### config.mk
export PLATFORM = sky130hd
export DESIGN_NAME = rom_port_arbiter
export DESIGN_NICKNAME = d
export VERILOG_FILES = /design/src/rtl/rom_ctrl_pkg.sv /design/src/rtl/load_align.sv /design/src/rtl/rom_port_arbiter.sv
export SDC_FILE = /design/constraint.sdc
export NUM_CORES = 1
export LEC_CHECK = 0
export CAP_MARGIN = 30
export CORE_ASPECT_RATIO = 0.7
export CORE_MARGIN = 4
export CORE_UTILIZATION = 35
export CTS_BUF_LIST = sky130_fd_sc_hd__clkbuf_8 sky130_fd_sc_hd__clkbuf_16
export DETAILED_ROUTE_END_ITERATION = 10
export HOLD_SLACK_MARGIN = 0.05
export PLACE_DENSITY = 0.76
export SLEW_MARGIN = 40
export SYNTH_ARGS = -nofsm -noshare
export SYNTH_HDL_FRONTEND = slang
export SYNTH_SLANG_ARGS = --single-unit
### constraint.sdc
create_clock -name clk -period 1.96 [get_ports clk]
set_input_delay 0.294 -clock clk [delete_from_list [all_inputs] [get_ports clk]]
set_output_delay 0.294 -clock clk [all_outputs]
set_load 0.005 [all_outputs]
### src/rtl/rom_ctrl_pkg.sv
// Shared constants for the ROM port arbiter: load funct3 encodings,
// requester port indices and the default ROM address width.
package rom_ctrl_pkg;

  localparam int ADDR_W_DEFAULT = 12;

  localparam logic [2:0] F3_LB  = 3'b000;
  localparam logic [2:0] F3_LH  = 3'b001;
  localparam logic [2:0] F3_LW  = 3'b010;
  localparam logic [2:0] F3_LBU = 3'b100;
  localparam logic [2:0] F3_LHU = 3'b101;

  typedef enum logic {
    PORT_IF = 1'b0,
    PORT_LD = 1'b1
  } port_e;

endpackage

### src/rtl/load_align.sv
// Combinational byte/halfword lane extraction and sign/zero extension for
// RV32I loads; flags misaligned accesses and unsupported funct3 values.
module load_align
  import rom_ctrl_pkg::*;
#(
  parameter int XLEN = 32
) (
  input  logic [XLEN-1:0] word,
  input  logic [1:0]      lane,
  input  logic [2:0]      funct3,
  output logic [XLEN-1:0] data,
  output logic            err
);

  logic [7:0]  byte_val;
  logic [15:0] half_val;

  always_comb begin
    byte_val = word[{lane, 3'b000} +: 8];
    half_val = lane[1] ? word[31:16] : word[15:0];
    data     = '0;
    err      = 1'b0;
    case (funct3)
      F3_LB:  data = {{(XLEN-8){byte_val[7]}}, byte_val};
      F3_LBU: data = {{(XLEN-8){1'b0}}, byte_val};
      F3_LH: begin
        err  = lane[0];
        data = {{(XLEN-16){half_val[15]}}, half_val};
      end
      F3_LHU: begin
        err  = lane[0];
        data = {{(XLEN-16){1'b0}}, half_val};
      end
      F3_LW: begin
        err  = (lane != 2'b00);
        data = word;
      end
      default: err = 1'b1;
    endcase
    if (err) data = '0;
  end

endmodule

### src/rtl/rom_port_arbiter.sv
// Round-robin sharing of one combinational ROM read port between instruction
// fetch and the load unit, with registered, backpressured responses.
module rom_port_arbiter
  import rom_ctrl_pkg::*;
#(
  parameter int ADDR_W = ADDR_W_DEFAULT,
  parameter int XLEN   = 32
) (
  input  logic            clk,
  input  logic            rst_n,
  input  logic            if_req_valid,
  output logic            if_req_ready,
  input  logic [XLEN-1:0] if_req_addr,
  input  logic            if_flush,
  output logic            if_rsp_valid,
  input  logic            if_rsp_ready,
  output logic [XLEN-1:0] if_rsp_data,
  output logic            if_rsp_err,
  input  logic            ld_req_valid,
  output logic            ld_req_ready,
  input  logic [XLEN-1:0] ld_req_addr,
  input  logic [2:0]      ld_req_funct3,
  output logic            ld_rsp_valid,
  input  logic            ld_rsp_ready,
  output logic [XLEN-1:0] ld_rsp_data,
  output logic            ld_rsp_err,
  output logic [XLEN-1:0] rom_addr,
  input  logic [XLEN-1:0] rom_data
);

  // Handshake: a request transfers when req_valid && req_ready on a rising
  // edge; a response transfers when rsp_valid && rsp_ready. rsp_valid, once
  // set, holds data/err stable until consumed (or flushed, for IF).
  port_e           last_grant;
  logic            if_slot_free, ld_slot_free;
  logic            if_elig, ld_elig;
  logic            grant_if, grant_ld;
  logic            if_err_next;
  logic            ld_range_err, ld_align_err, ld_err_next;
  logic [XLEN-1:0] if_data_next, ld_data_next, ld_align_data;

  // A slot being consumed this cycle may be refilled in the same cycle.
  assign if_slot_free = !if_rsp_valid || if_rsp_ready;
  assign ld_slot_free = !ld_rsp_valid || ld_rsp_ready;
  assign if_elig      = if_req_valid && if_slot_free && !if_flush;
  assign ld_elig      = ld_req_valid && ld_slot_free;

  assign grant_if     = if_elig && (!ld_elig || last_grant == PORT_LD);
  assign grant_ld     = ld_elig && !grant_if;
  assign if_req_ready = grant_if;
  assign ld_req_ready = grant_ld;

  always_comb begin
    rom_addr = '0;
    if (grant_if)      rom_addr = {if_req_addr[XLEN-1:2], 2'b00};
    else if (grant_ld) rom_addr = {ld_req_addr[XLEN-1:2], 2'b00};
  end

  assign if_err_next  = (if_req_addr[1:0] != 2'b00) || (|if_req_addr[XLEN-1:ADDR_W]);
  assign if_data_next = if_err_next ? '0 : rom_data;

  load_align #(.XLEN(XLEN)) u_load_align (
    .word   (rom_data),
    .lane   (ld_req_addr[1:0]),
    .funct3 (ld_req_funct3),
    .data   (ld_align_data),
    .err    (ld_align_err)
  );

  assign ld_range_err = |ld_req_addr[XLEN-1:ADDR_W];
  assign ld_err_next  = ld_align_err || ld_range_err;
  assign ld_data_next = ld_err_next ? '0 : ld_align_data;

  always_ff @(posedge clk or negedge rst_n) begin
    if (!rst_n) begin
      last_grant   <= PORT_LD;
      if_rsp_valid <= 1'b0;
      if_rsp_data  <= '0;
      if_rsp_err   <= 1'b0;
      ld_rsp_valid <= 1'b0;
      ld_rsp_data  <= '0;
      ld_rsp_err   <= 1'b0;
    end else begin
      if (grant_if)      last_grant <= PORT_IF;
      else if (grant_ld) last_grant <= PORT_LD;

      // Flush drops any unconsumed fetch; grant_if is already low here.
      if (if_flush) begin
        if_rsp_valid <= 1'b0;
      end else if (grant_if) begin
        if_rsp_valid <= 1'b1;
        if_rsp_data  <= if_data_next;
        if_rsp_err   <= if_err_next;
      end else if (if_rsp_ready) begin
        if_rsp_valid <= 1'b0;
      end

      if (grant_ld) begin
        ld_rsp_valid <= 1'b1;
        ld_rsp_data  <= ld_data_next;
        ld_rsp_err   <= ld_err_next;
      end else if (ld_rsp_ready) begin
        ld_rsp_valid <= 1'b0;
      end
    end
  end

endmodule
==> results of run 1 <==
## metal layers
layer	vias up	share of wire [%]
met2	229	45
met4	0	2.2
li1	2023	-
met1	2172	43
met3	28	9.5
met5	-	0
## power by group through the flow
stage / clock network (mW) / logic [mW] / registers, mW
floorplan: 0 / 0.303 / 1.47
detailed placement: 0 / 0.914 / 1.47
finish: 1.60 / 0.996 / 1.44
CTS: 1.63 / 0.984 / 1.44
global route: 1.69 / 1.06 / 1.44
global placement: 0 / 0.897 / 1.47
## final cells by class
class                   count  area, µm²  area share (%)
clock inverters             6       55.1           0.815
well taps                 128        160            2.37
inverters                   4       17.5           0.259
flip-flops and latches     69       1730            25.6
multi-input cells         304       1800            26.6
repair buffers            293       2760            40.8
clock buffers              10        239            3.54
## what timing repair did
item | CTS | global route
cloned | 5 | 1
setup endpoints to repair | 33 | 63
gates resized for setup | 157 | 7
endpoints found under the hold margin | 38 | 0
setup buffers | 14 | 6
pin swaps | 25 | 7
hold buffers | 1 | 0
## metrics by stage
| stage | power (mW) | setup slack [ps] | instances | hold slack (ps) |
|---|---|---|---|---|
| 6_report | 4.04 | -261 | 814 | 361 |
| 4_1_cts | 4.06 | -287 | 811 | 351 |
| 2_1_floorplan | 1.77 | 83.5 | 409 | -1.59 |
| 5_1_grt | 4.19 | -310 | 814 | 352 |
| 3_3_place_gp | 2.36 | -495 | 775 | 306 |
| 3_5_place_dp | 2.38 | -552 | 775 | 317 |
## sequential cells by signal, summed over array words and instances, names as in the netlist
register	flops
if_rsp_data	32
ld_rsp_err	1
ld_rsp_data	32
ld_rsp_valid	1
last_grant	1
if_rsp_err	1
if_rsp_valid	1
## logic make-up (layout without fill, tap and decap cells)
kind of cell / count (synthesis) / after routing
AO/OA/AOI/OAI: 139 / 139
buffers and inverters: 36 / 313
flip-flops: 69 / 69
AND/OR/NAND/NOR: 153 / 153
other: 1 / 2
multiplexers: 10 / 10
## how the worst max path moves through the flow
| stage | slack, ps | endpoint | startpoint |
|---|---|---|---|
| global placement | -500 | rom_addr[24] | ld_rsp_ready |
| CTS | -290 | rom_addr[30] | last_grant$_DFFE_PN1P_ |
| detailed placement | -550 | rom_addr[8] | if_flush |
| floorplan | 80 | rom_addr[14] | last_grant$_DFFE_PN1P_ |
| finish | -260 | rom_addr[11] | if_rsp_valid$_DFFE_PN0P_ |
| global route | -310 | rom_addr[14] | if_rsp_valid$_DFFE_PN0P_ |
## Yosys cell counts, types with 4 or more instances
| master | n |
|---|---|
| nand2_1 | 101 |
| o31ai_1 | 15 |
| nor2b_1 | 4 |
| nor3_1 | 9 |
| a221oi_1 | 8 |
| o21ai_2 | 4 |
| mux2i_1 | 9 |
| nor2_1 | 16 |
| buf_2 | 7 |
| clkbuf_1 | 18 |
| nor4_1 | 9 |
| dfrtp_1 | 68 |
| a22o_1 | 29 |
| o21ai_1 | 34 |
| o21ai_0 | 14 |
| nand2b_1 | 5 |
| a21oi_1 | 23 |
==> reports/results.txt, run 1 <==
run status - complete, but fails checks
failing checks - negative setup slack
Adder-Cell Fraction of Synth Area - 0%
Die H - 93.1 µm
Crit. End Element - output pin
NetSw - 1.06 mW
combinational power share - 24.6%
Seq/Total Area, Yosys - 47.7%
Worst-Skew Late Latency - 340 ps
CP max stage delay - 380 ps
setup_tns - -6700 ps
Global Route Usage Sum - 27.3%
FF+latch count, synth - 69
FFs w/ async S/R, synth - 100%
syn_area_per_cell - 8.88 µm²
final WL - 16800 µm
effective utilization at floorplan - 36.6%
Synth Flop Type - dfrtp_1
First DRT Iteration DRCs - 356
Avg WL per Cell - 20.7 µm
I/O pin cnt - 208
EDFF count, synth - 0
HP Start - if_flush
share of cells above drive strength 1 - 23.0%
Critical Path Slowest Stage Cell - dfrtp_1
CTS tree - built
clock power share - 39.7%
Hold Path Depth - 2
Mapped Area - 3620 µm²
most frequent cells in the layout - clkdlybuf4s50_1 (167), nand2_1 (101), buf_4 (69)
max-cap violation count - 0
fin crit share - 113%
synth warn - 0
vias in the first global route - 4527
Peak VDD IR - 0.346 mV
sequential share of power - 35.7%
met2 Use GR - 41.6%
final hold vios - 0
GR Layer Usage met1 - 38.7%
grt peak-use layer - met2
Core Area - 9910 µm²
top-area cell type share of the netlist area - 46.9%
simple-gate share of the synthesized area - 18.5%
Crit. path cell count - 8
Slew Viols, Final - 0
Post-Synth XOR/XNOR Area - 0%
antenna viol nets, final - 0
cell-internal power - 2.98 mW
Synth area leaders - dfrtp_1 (47%), nand2_1 (10%), a22o_1 (7.0%)
Req. time, crit path - 1670 ps
Distinct cells, synth - 46
power density cells - 598 nW/µm²
Peak Freq - 450 MHz
via count - 4452
Synth Area in Compound Gates - 26.0%
post-route cell area - 6760 µm²
reg2reg end - if_rsp_err$_DFFE_PN0P_
DIE AREA - 12100 µm²
critical path's top delay family - compound AO/OA/AOI/OAI gates
Setup-failing EPs final - 31
most used cell, CP - buf_6
reg-to-reg startpoint - if_rsp_valid$_DFFE_PN0P_
Crit path buffers/inverters - 5
kind of critical path - reg -> out
Util after Layout - 68.2%
Slew HR - 56.7%
die width - 130 µm
Num CTS Buffers - 9
RSZ-0062 raised after global routing - yes
Pleak - 2.97 nW
final RePlAce weighted congestion - 0.901
Vias/cell - 5.47
Detail Placement HPWL - 12400 µm
Antenna diodes - 0
Final #Nets - 787
clock-pin slew on the worst setup and hold paths - 50 ps
grt met3 use - 6.56%
H-tree levels - 3
WHS Endpoint - if_rsp_valid$_DFFE_PN0P_
Remaining DRCs - 0
first-pass GRT wire length - 25200 µm
peak fanout along the critical path - 8
Final min period - 2220 ps
multiplexer area fraction after synthesis - 2.80%
Pre-Repair DR Iteration Count - 5
CP arrival - 1930 ps
r2r setup slk - 70 ps
Sw Share - 26.3%
Clock Path Buffers - 2
area grow syn2layout - 86.4%
area leader, netlist - dfrtp_1
number of cells on the worst reg-to-reg path - 8
largest family of logic cells by synthesized area - compound AO/OA/AOI/OAI gates
# fillers - 799
largest net degree at the start of global routing - 43
initial antenna violation count - 0
most common cell after layout, fill and taps aside - clkdlybuf4s50_1
FP Rows - 30
worst hold path class - in -> reg
crit-path cells - nor2b_4, a311o_1, inv_4, buf_4, buf_6, buf_6, a22o_1, buf_2
Setup WS post-layout - -261 ps
worst-margin pin slew - 649 ps
clk sinks - 69
DP Area - 6250 µm²
GR Overflow Total - 0
clock root cell - clkbuf_16
PortBufs - 205
Syn Inst Count - 408
startpoint types - register
clk_skew - 2.40 ps
No activity file was read; power rests on OpenSTA's default activity.
==> inputs of run 2 (changes only) <==
CORE_MARGIN = 5   (was 4)
==> reports/results.txt, run 2 (synthesis gave the netlist of run 1 again) <==
clock root cell - clkbuf_16 (unchanged)
worst-margin pin slew - 524 ps (was 649 ps)
effective utilization at floorplan - 35.4% (was 36.6%)
Critical Path Slowest Stage Cell - clkdlybuf4s50_1 (was dfrtp_1)
fin crit share - 115% (was 113%)
clock-pin slew on the worst setup and hold paths - 50 ps (about the same)
CTS tree - built (unchanged)
CP arrival - 1960 ps (was 1930 ps)
Slew Viols, Final - 0 (unchanged)
Die H - 95.1 µm (was 93.1 µm)
crit-path cells - clkdlybuf4s50_1, nand2b_4, a311o_1, inv_2, buf_6, buf_6, buf_16, a22o_1, buf_2 (was nor2b_4, a311o_1, inv_4, buf_4, buf_6, buf_6, a22o_1, buf_2)
Setup WS post-layout - -294 ps (was -261 ps)
die width - 132 µm (was 130 µm)
most frequent cells in the layout - clkdlybuf4s50_1 (153), nand2_1 (96), dfrtp_1 (68) (was clkdlybuf4s50_1 (167), nand2_1 (101), buf_4 (69))
peak fanout along the critical path - 8 (unchanged)
Seq. cell area - 1730 µm² (unchanged)
Util after Layout - 67.5% (was 68.2%)
Num CTS Buffers - 9 (unchanged)
most used cell, CP - buf_6 (unchanged)
combinational power share - 25.9% (was 24.6%)
RSZ-0062 raised after global routing - yes (unchanged)
most common cell after layout, fill and taps aside - clkdlybuf4s50_1 (unchanged)
Clock Path Buffers - 2 (unchanged)
Final min period - 2250 ps (was 2220 ps)
largest registers - if_rsp_data (32), ld_rsp_data (32) (unchanged)
kind of critical path - in -> out (was reg -> out)
Peak VDD IR - 0.383 mV (was 0.346 mV)
failing checks - negative setup slack (unchanged)
share of cells above drive strength 1 - 24.4% (was 23.0%)
Crit. End Element - output pin (unchanged)
initial antenna violation count - 0 (unchanged)
area grow syn2layout - 90.7% (was 86.4%)
clock power share - 37.5% (was 39.7%)
Vias/cell - 5.59 (was 5.47)
power density cells - 572 nW/µm² (was 598 nW/µm²)
Sw Share - 27.0% (was 26.3%)
Peak Freq - 444 MHz (was 450 MHz)
placed cell count - 775 (unchanged)
NetSw - 1.07 mW (was 1.06 mW)
Remaining DRCs - 0 (unchanged)
Core Area - 10200 µm² (was 9910 µm²)
reg-to-reg startpoint - last_grant$_DFFE_PN1P_ (was if_rsp_valid$_DFFE_PN0P_)
Antenna diodes - 0 (unchanged)
CP max stage delay - 400 ps (was 380 ps)
clk_skew - 5.30 ps (was 2.40 ps)
final RePlAce weighted congestion - 0.918 (was 0.901)
via count - 4541 (was 4452)
worst hold slack - 338 ps (was 361 ps)
clk sinks - 69 (unchanged)
dpl ws - -529 ps (was -552 ps)
final hold vios - 0 (unchanged)
max-cap violation count - 0 (unchanged)
PortBufs - 205 (unchanged)
DIE AREA - 12500 µm² (was 12100 µm²)
DP Area - 6210 µm² (was 6250 µm²)
post-route cell area - 6910 µm² (was 6760 µm²)
Pre-Repair DR Iteration Count - 5 (unchanged)
Req. time, crit path - 1670 ps (about the same)
cell-internal power - 2.88 mW (was 2.98 mW)
Slew HR - 65.1% (was 56.7%)
vias in the first global route - 4395 (was 4527)
startpoint types - primary input (was register)
H-tree levels - 3 (unchanged)
FP Rows - 31 (was 30)
worst hold path class - in -> reg (unchanged)
final WL - 18100 µm (was 16800 µm)
Final #Nets - 781 (was 787)
# fillers - 856 (was 799)
antenna viol nets, final - 0 (unchanged)
Setup-failing EPs final - 51 (was 31)
sequential share of power - 36.6% (was 35.7%)
Detail Placement HPWL - 12400 µm (about the same)
largest net degree at the start of global routing - 43 (unchanged)
Worst-Skew Late Latency - 330 ps (was 340 ps)
Avg WL per Cell - 22.3 µm (was 20.7 µm)
Finished Layout Cells - 812 (was 814)
Critical Path Start - ld_rsp_ready (was if_rsp_valid$_DFFE_PN0P_)
GR Overflow Total - 0 (unchanged)
I/O pin cnt - 208 (unchanged)
Pleak - 3.13 nW (was 2.97 nW)
First DRT Iteration DRCs - 368 (was 356)
area of the multi-input gates - 1870 µm² (was 1800 µm²)
run status - complete, but fails checks (unchanged)
HP Start - if_flush (unchanged)
Global Route Usage Sum - 27.2% (was 27.3%)
first-pass GRT wire length - 26200 µm (was 25200 µm)
## run 2: changes by cell type in the layout (fill, tap and decap cells not counted), moves of 7 or more
cell             before  now
buf_4                69   57
buf_8                 0    7
clkdlybuf4s50_1     167  153
dlymetal6s2s_1        1   16
## run 2: what timing repair did
action / 4_1_cts / 5_1_grt
endpoints found under the setup margin: 56 / 90
hold endpoints to repair: 33 / 0
hold buffers: 1 / 0
gates cloned: 7 / 4
setup buffers: 12 / 2
pin swaps: 20 / 15
gates resized for setup: 168 / 50
## run 2: power by group through the flow
stage	sequential, mW	combinational [mW]	clock [mW]
4_1_cts	1.44	1.02	1.51
3_5_place_dp	1.47	0.908	0
2_1_floorplan	1.47	0.303	0
3_3_place_gp	1.47	0.895	0
6_report	1.44	1.02	1.48
5_1_grt	1.44	1.08	1.56
## run 2: layout make-up
cell class / instances / area share (%)
timing repair buffer: 287 / 41.3
inverter: 4 / 0.217
sequential: 69 / 25.0
tap: 132 / 2.39
clock buffer: 11 / 3.66
clock inverter: 5 / 0.308
multi-input combinational: 304 / 27.1
## run 2: through the flow
stage / total power, mW / TNS [ps]
detailed placement: 2.37 / -37580
global route: 4.09 / -10170
floorplan: 1.77 / 0
finish: 3.95 / -7960
CTS: 3.97 / -8900
global placement: 2.36 / -33470
## run 2: worst paths after layout
path	to	slack, ps	cells after the start
setup / recovery	rom_addr[19]	-290	9
hold reg to reg	ld_rsp_data[23]$_DFFE_PN0P_	480	2
max in group asynchronous	if_rsp_data[10]$_DFFE_PN0P_	920	3
min in group asynchronous	if_rsp_data[18]$_DFFE_PN0P_	470	2
hold / removal	if_rsp_valid$_DFFE_PN0P_	340	2
setup reg to reg	if_rsp_err$_DFFE_PN0P_	-50	9
## run 2: per-layer routing
layer | share of wire, % | global-route usage [%] | vias up
li1 | - | - | 2019
met1 | 44 | 38.1 | 2248
met2 | 45 | 40.5 | 235
met3 | 9.0 | 9.34 | 37
met4 | 1.9 | 6.42 | 2
met5 | 0.35 | 0 | -
## run 2: worst max-delay path: cells and delay by family
kind | cells | cell delay (ps)
compound gates | 2 | 540
buf+inv | 6 | 970
simple gates | 1 | 150
==> inputs of run 3 (changes only) <==
CORE_MARGIN = 10   (was 5)
==> reports/results.txt, run 3 (synthesis gave the netlist of run 1 again) <==
Finished Layout Cells - 795 (was 812)
sequential share of power - 34.6% (was 36.6%)
PnR Total Power - 4.17 mW (was 3.95 mW)
FP Rows - 30 (was 31)
largest registers - if_rsp_data (32), ld_rsp_data (32) (unchanged)
CTS tree - built (unchanged)
Setup crit end - rom_addr[8] (was rom_addr[19])
clk_skew - 5.02 ps (was 5.30 ps)
Worst-Skew Late Latency - 330 ps (about the same)
Final #Nets - 768 (was 781)
antenna viol nets, final - 0 (unchanged)
Pre-Repair DR Iteration Count - 5 (unchanged)
r2r setup slk - 10 ps (was -50 ps)
worst hold path class - in -> reg (unchanged)
crit-path cells - clkdlybuf4s50_1, nand2b_4, buf_4, o311ai_4, inv_2, buf_12, a22o_1, buf_2 (was clkdlybuf4s50_1, nand2b_4, a311o_1, inv_2, buf_6, buf_6, buf_16, a22o_1, buf_2)
via count - 4365 (was 4541)
CP max stage delay - 510 ps (was 400 ps)
setup_tns - -6840 ps (was -7960 ps)
worst-margin pin slew - 635 ps (was 524 ps)
power density cells - 628 nW/µm² (was 572 nW/µm²)
area grow syn2layout - 83.4% (was 90.7%)
Setup-failing EPs final - 32 (was 51)
cell-internal power - 3.09 mW (was 2.88 mW)
vias in the first global route - 4488 (was 4395)
Req. time, crit path - 1670 ps (about the same)
First DRT Iteration DRCs - 358 (was 368)
most frequent cells in the layout - clkdlybuf4s50_1 (170), nand2_1 (96), dfrtp_1 (68) (was clkdlybuf4s50_1 (153), nand2_1 (96), dfrtp_1 (68))
Remaining DRCs - 0 (unchanged)
number of cells on the worst reg-to-reg path - 7 (was 9)
max-cap violation count - 0 (unchanged)
largest net degree at the start of global routing - 43 (unchanged)
Antenna diodes - 0 (unchanged)
I/O pin cnt - 208 (unchanged)
initial antenna violation count - 1 (was 0)
clock power share - 42.4% (was 37.5%)
final RePlAce weighted congestion - 0.976 (was 0.918)
run status - complete, but fails checks (unchanged)
Sw Share - 25.9% (was 27.0%)
final hold vios - 0 (unchanged)
Die H - 105 µm (was 95.1 µm)
share of cells above drive strength 1 - 22.2% (was 24.4%)
reg-to-reg startpoint - last_grant$_DFFE_PN1P_ (unchanged)
Setup WS post-layout - -251 ps (was -294 ps)
placed cell count - 765 (was 775)
GR Overflow Total - 0 (unchanged)
Num CTS Buffers - 9 (unchanged)
Critical Path Start - if_req_valid (was ld_rsp_ready)
clk sinks - 69 (unchanged)
effective utilization at floorplan - 36.6% (was 35.4%)
fin crit share - 113% (was 115%)
die width - 142 µm (was 132 µm)
Detail Placement HPWL - 13500 µm (was 12400 µm)
Peak Freq - 452 MHz (was 444 MHz)
NetSw - 1.08 mW (was 1.07 mW)
DIE AREA - 14900 µm² (was 12500 µm²)
PortBufs - 205 (unchanged)
clock root cell - clkbuf_16 (unchanged)
H-tree levels - 3 (unchanged)
final WL - 17500 µm (was 18100 µm)
first-pass GRT wire length - 26200 µm (about the same)
Final min period - 2210 ps (was 2250 ps)
Pleak - 2.88 nW (was 3.13 nW)
# fillers - 790 (was 856)
CP arrival - 1920 ps (was 1960 ps)
Slew Viols, Final - 0 (unchanged)
Critical Path Slowest Stage Cell - clkdlybuf4s50_1 (unchanged)
Global Route Usage Sum - 22.2% (was 27.2%)
Peak VDD IR - 0.416 mV (was 0.383 mV)
Slew HR - 57.6% (was 65.1%)
Avg WL per Cell - 22.0 µm (was 22.3 µm)
kind of critical path - in -> out (unchanged)
startpoint types - primary input (unchanged)
Core Area - 9910 µm² (was 10200 µm²)
failing checks - negative setup slack (unchanged)
peak fanout along the critical path - 32 (was 8)
Clock Path Buffers - 2 (unchanged)
clock-pin slew on the worst setup and hold paths - 60 ps (was 50 ps)
Vias/cell - 5.49 (was 5.59)
Crit. End Element - output pin (unchanged)
RSZ-0062 raised after global routing - yes (unchanged)
most common cell after layout, fill and taps aside - clkdlybuf4s50_1 (unchanged)
reg2reg end - if_rsp_err$_DFFE_PN0P_ (unchanged)
combinational power share - 23.1% (was 25.9%)
## run 3: per-stage QoR
stage               instance area, µm²  hold slack [ps]  utilization (%)  setup WS [ps]
floorplan                         3630            -1.59                -           83.5
global placement                  6170              243             62.3           -517
detailed placement                6180              248             62.4           -571
CTS                               6570              433             66.3           -274
global route                      6650              202             67.1           -334
finish                            6650              197             67.1           -251
## run 3: cell type report
type                       instances  area [µm²]  share of cell area (%)
timing repair buffer             274        2610                    39.3
tap                              128         160                    2.41
sequential                        69        1730                    26.0
clock inverter                     6        86.3                    1.30
inverter                           4        17.5                   0.264
multi-input combinational        304        1810                    27.2
clock buffer                      10         239                    3.60
## run 3: worst min-delay path by stage
stage	startpoint	end	slack [ps]	depth (start not counted)
2_1_floorplan	rst_n	if_rsp_data[0]$_DFFE_PN0P_	-2	0
3_3_place_gp	rst_n	if_rsp_data[16]$_DFFE_PN0P_	240	1
3_5_place_dp	rst_n	if_rsp_data[17]$_DFFE_PN0P_	250	1
4_1_cts	if_rsp_ready	if_rsp_valid$_DFFE_PN0P_	430	3
5_1_grt	if_flush	if_rsp_valid$_DFFE_PN0P_	200	2
6_report	if_flush	if_rsp_valid$_DFFE_PN0P_	200	2
## run 3: critical path: cells and delay by family
| family | cells | cell delay [ps] |
|---|---|---|
| AOI/OAI and AO/OA | 2 | 500 |
| buffers and inverters | 5 | 1050 |
| and+or+nand+nor | 1 | 60 |
## run 3: power groups by stage
stage                     sequential (mW)  combinational [mW]  clock [mW]
after floorplan                      1.47               0.303           0
after global placement               1.47               0.901           0
after detailed placement             1.47               0.919           0
after CTS                            1.44               0.928        1.80
after global routing                 1.44                1.02        1.86
final                                1.44               0.962        1.77
## run 3: timing repair
action,4_1_cts,5_1_grt
gates cloned,2,2
hold endpoints to repair,27,0
hold buffers,1,0
buffers inserted,12,2
resized for setup,146,23
pin swaps,10,18
setup endpoints to repair,33,88
## run 3: layer usage
layer / share of wire (%) / routed length, µm / track usage, %
met1: 42 / 7280 / 28.7
met4: 1.7 / 294 / 5.02
met5: 0.040 / 7 / 0
met3: 10 / 1750 / 8.37
met2: 47 / 8140 / 34.4
